### src/rtl/mux16_rr_arbiter.sv
`default_nettype none
// ============================================================================
// Module  : mux16_rr_arbiter
// Brief   : 16-way round-robin arbiter feeding a registered-select 16:1 mux
//           with a valid/ready output. Optional macro: MUX_ARB_BURST_EN.
// Revision: 1.0  initial release
// ============================================================================
module mux16_rr_arbiter #(
    parameter int DATA_W    = 6,
    parameter int BURST_LEN = 4
) (
    input  logic                   clk,
    input  logic                   reset,
    input  logic [15:0]            req,
    input  logic [16*DATA_W-1:0]   datain_flat,
    output logic [15:0]            ack,
    output logic [3:0]             select,
    output logic                   out_valid,
    output logic [DATA_W-1:0]      out_data,
    input  logic                   out_ready
);

    typedef enum logic [0:0] {
        IDLE = 1'b0,
        SEND = 1'b1
    } state_t;

    state_t      state_q, state_d;
    logic [3:0]  select_q, select_d;
    logic [3:0]  last_grant_q, last_grant_d;
    logic        w_xfer;
    logic [15:0] w_arb_mask;
    logic [3:0]  w_arb_base;
    logic [3:0]  w_winner;
    logic        w_winner_found;
    logic [3:0]  w_idx;

`ifdef MUX_ARB_BURST_EN
    localparam logic [4:0] C_BURST_MAX = 5'(BURST_LEN - 1);
    logic [4:0]  burst_cnt_q, burst_cnt_d;
`endif

    assign out_valid = (state_q == SEND);
    assign select    = select_q;
    assign out_data  = out_valid ? datain_flat[int'(select_q)*DATA_W +: DATA_W] : '0;
    // A reset cycle never acknowledges: the in-flight word is dropped.
    assign w_xfer    = out_valid && out_ready && !reset;

    always_comb begin
        ack = '0;
        if (w_xfer) begin
            ack[select_q] = 1'b1;
        end
    end

    // On a transfer the current grant is excluded and scanning starts after it.
    always_comb begin
        if (state_q == SEND) begin
            w_arb_mask = req & ~(16'd1 << select_q);
            w_arb_base = select_q;
        end else begin
            w_arb_mask = req;
            w_arb_base = last_grant_q;
        end
    end

    always_comb begin
        w_winner       = '0;
        w_winner_found = 1'b0;
        w_idx          = '0;
        for (int k = 1; k <= 16; k++) begin
            w_idx = w_arb_base + 4'(k);
            if (!w_winner_found && w_arb_mask[w_idx]) begin
                w_winner       = w_idx;
                w_winner_found = 1'b1;
            end
        end
    end

    always_comb begin
        state_d      = state_q;
        select_d     = select_q;
        last_grant_d = last_grant_q;
`ifdef MUX_ARB_BURST_EN
        burst_cnt_d  = burst_cnt_q;
`endif
        case (state_q)
            IDLE: begin
                if (w_winner_found) begin
                    select_d = w_winner;
                    state_d  = SEND;
                end
            end
            SEND: begin
                if (w_xfer) begin
                    last_grant_d = select_q;
`ifdef MUX_ARB_BURST_EN
                    if (req[select_q] && (burst_cnt_q < C_BURST_MAX)) begin
                        burst_cnt_d = burst_cnt_q + 5'd1;
                    end else begin
                        burst_cnt_d = '0;
                        if (w_winner_found) begin
                            select_d = w_winner;
                        end else begin
                            state_d = IDLE;
                        end
                    end
`else
                    if (w_winner_found) begin
                        select_d = w_winner;
                    end else begin
                        state_d = IDLE;
                    end
`endif
                end
            end
            default: state_d = IDLE;
        endcase
    end

    always_ff @(posedge clk) begin
        if (reset) begin
            state_q      <= IDLE;
            select_q     <= 4'd0;
            last_grant_q <= 4'd15;
`ifdef MUX_ARB_BURST_EN
            burst_cnt_q  <= '0;
`endif
        end else begin
            state_q      <= state_d;
            select_q     <= select_d;
            last_grant_q <= last_grant_d;
`ifdef MUX_ARB_BURST_EN
            burst_cnt_q  <= burst_cnt_d;
`endif
        end
    end

endmodule
`default_nettype wire
### config.mk
export PLATFORM = sky130hd
export DESIGN_NAME = mux16_rr_arbiter
export DESIGN_NICKNAME = d
export VERILOG_FILES = /design/src/rtl/mux16_rr_arbiter.sv
export SDC_FILE = /design/constraint.sdc
export NUM_CORES = 1
export LEC_CHECK = 0
export CAP_MARGIN = 20
export CORE_MARGIN = 1.5
export CORE_UTILIZATION = 43
export CTS_CLUSTER_SIZE = 30
export DETAILED_ROUTE_END_ITERATION = 6
export PLACE_DENSITY = 0.8
export SLEW_MARGIN = 20
export SYNTH_ARGS = -nofsm -noshare
export SYNTH_HDL_FRONTEND = slang
export SYNTH_SLANG_ARGS = --single-unit
### constraint.sdc
create_clock -name clk -period 4.3 [get_ports clk]
set_input_delay 0.86 -clock clk [delete_from_list [all_inputs] [get_ports clk]]
set_output_delay 0.86 -clock clk [all_outputs]
set_load 0.01 [all_outputs]
==> results.yml, run 1 <==
synth:
  yosys_warnings: 0
  synthXorXnorAreaFrac_pct: 2.817
  synth_seq_cells: 9
  syn_inst: 488
  synthAdderAreaFrac_pct: 2.216
  synth-simple-area-share_pct: 24.37
  yosysUniqueCellTypes: 73
  yosysTopAreaCellShare_pct: 22.79
  synth_area_per_cell_sq_um: 8.099
  synth_edf_count: 0
  syn_area_sq_um: 3953
  ys.flop_type: "dfxtp_1"
  synthTopCellsByArea: "mux4_2 (23%), mux2i_1 (7.3%), nand2_1 (6.2%)"
  async_reset_ff_share_pct: 0
  syn_nets: 610
  synth-seq-area-share_pct: 4.558
  synth_compound_area_share_pct: 23.68
  yosys.area.top_type: "mux4_2"
  synthMuxAreaShare_pct: 38.18
  synth_top_family_by_area: "multiplexers"
grt:
  grt_pass1_vias: 4882
  antenna_found_initial: 0
  overflow: 0
  grt_usage_pct: 32.46
  grt_pass1_wl_um: 25120
  grt_max_degree: 35
finish:
  drive_gt1_share_pct: 18.97
  layout.nets: 761
  antenna_cells: 0
  area_growth_pct: 44.54
  fin_util_pct: 64.88
pwr:
  p_per_area_nw_per_um2: 664.3
  p_leak_nw: 2.128
  peakVddDrop_mv: 0.2752
detailed_routing:
  postRouteWirelength_um: 15800
  via_count: 4786
  highest_layer: "met4"
  drtAntennaViolNets: 0
  drtIter0Drc: 336
  drc: 0
  wl_met2_um: 7991
  vias_per_cell: 6.416
  wl_met1_um: 5716
  wl_per_cell_um: 21.18
  route.met3.wl_um: 1314
  dr.pass1.iters: 5
outcome:
  status: "completed"
clocking:
  cts_root_buf: "clkbuf_8"
  clock-sinks: 9
  cts_made_buffers: 3
  htreeDepth: 1
  clk_path_buf_depth: 2
  cts_tree: "built"
  post-cts-setup-buffers: 0
  insertion_delay_ps: 230
  cts_hold_buf: 0
  post_cts_resized: 0
  path_clk_slew_ps: 50
worst_setup_path:
  r2r_slack_ps: 270
  worstPathRequired_ps: 4410
  crit_chain: "mux2i_4 > inv_2 > ha_1 > and2_1 > mux2_2 > nor2_4 > mux4_2 > nor4b_4 > nand4_4 > or3_4 > o41ai_1 > a211oi_1"
  start_kind: "flop"
  endpoint_kind: "flop"
  max_stage_delay_ps: 570
  crit_fanout: 7
  worstPathArrival_ps: 4130
  path_class: "reg2reg"
  worst-path-stages: 12
  path_delay_family: "simple AND/OR/NAND/NOR gates"
  reg2reg_depth: 12
  critPathBufInv: 1
  crit_slowest_cell: "mux4_2"
floorplanning:
  design.core.area_sq_um: 8806
  rows: 34
  initial_utilization_pct: 44.88
  die_h_um: 98.88
  die_w_um: 98.88
  dieArea_sq_um: 9776
  ioPinCount: 142
timing:
  finClkSkew_ps: 1.725
  setup_violations: 0
  worst_pin_slew_ps: 737.4
  finalSetupTns_ps: 0
  slew_headroom_pct: 50.77
  hold_ws_ps: 538.0
  finalHoldViolCount: 0
  rsz0062_at_grt: "false"
  finalCritPeriodShare_pct: 93.67
  timing.final.crit_period_ps: 4028
  drv_slew: 0
  setup_slack_ps: 272.3
  max_freq_mhz: 248.3
placed_design:
  port_buffers: 141
  pre_cts_ws_ps: 169.3
  gp_congestion: 1.010
  hpwl_um: 12980
flow_run:
  max_cap_violations: 0
worst_hold_path:
  worst_hold_path_type: "reg2reg"
  hold-path-cell-count: 2
## cells in the mapped netlist, types with 7 or more instances
master / count
ha_1: 7
a31oi_1: 7
mux2i_1: 29
nand3_1: 15
nor3_1: 15
nand2b_1: 8
a22oi_1: 10
mux2_2: 14
o21ai_0: 33
nand2_1: 65
and2_1: 11
dfxtp_1: 9
buf_1: 7
nor2_1: 47
mux4_2: 40
o211ai_1: 11
a21oi_1: 30
clkbuf_1: 13
## layout make-up
cell class                      instances  area, sq um
Inverter                               11        43.79
Multi-Input combinational cell        441         3655
Fill cell                             743         3093
Tap cell                              108        135.1
Clock buffer                            4        45.04
Timing Repair Buffer                  173         1652
Sequential cell                         9        182.7
## worst paths after layout
kind,from,to
min reg2reg,last_grant_q[1],last_grant_q[1]
max reg2reg,out_valid,select[3]
min,last_grant_q[1],last_grant_q[1]
max,out_valid,select[3]
## layer usage
metal | up-vias | track usage, %
met1 | 2256 | 38.53
met3 | 49 | 5.035
met5 | - | 0
li1 | 2206 | -
met4 | 0 | 14.95
met2 | 275 | 57.51
## cell families after synthesis
logic type | count (synthesis)
fa+ha+maj | 7
simple gates | 194
mux | 90
buf+inv | 38
compound gates | 139
flops | 9
xor+xnor | 11
## sequential cells by signal, summed over array words and instances, names as in the netlist
register / cells
last_grant_q: 4
select: 4
out_valid: 1
## layout by cell type, fill, tap and decap left out, types with 6 or more instances in the layout
cell type / instances
mux4_2: 40
nand3_1: 15
mux2_2: 14
nand2_1: 65
dfxtp_1: 7
nor3_1: 14
o21ai_0: 32
nor2_1: 46
o211ai_1: 11
mux2i_1: 29
clkdlybuf4s50_1: 141
and2_1: 11
a21oi_1: 30
a31oi_1: 7
buf_4: 32
ha_1: 6
xnor2_1: 6
a22oi_1: 10
a211oi_1: 6
nand2b_1: 8
inv_1: 6
## worst reg2reg max path, cell delays in order, from the launching register on
cell      delay, ps
dfxtp_2         450
mux2i_4         300
inv_2            60
ha_1            300
and2_1          240
mux2_2          360
nor2_4          170
mux4_2          570
nor4b_4         370
nand4_4         210
or3_4           430
o41ai_1         360
a211oi_1         80
## metrics by stage
step,power [mW],instances,instance area (sq um)
global placement,3.559,742,5629
CTS,3.696,746,5674
global route,4.105,746,5713
detailed placement,3.583,742,5629
finish,3.795,746,5713
floorplan,2.534,488,3978
## power by group
part           switching [mW]  leakage [nW]  internal (mW)
Clock                  0.0335        0.0228         0.0646
Combinational            1.95          2.03           1.59
Sequential             0.0573        0.0752          0.106
Total                    2.04          2.13           1.76
Note: power is estimated with default switching activity, not from simulation.
==> run 2, diff against run 1 <==
CTS_CLUSTER_DIAMETER = 120   (was unset)
==> results of run 2 <==
Same layout as run 1: the final DEF is identical, and so are final timing and power.
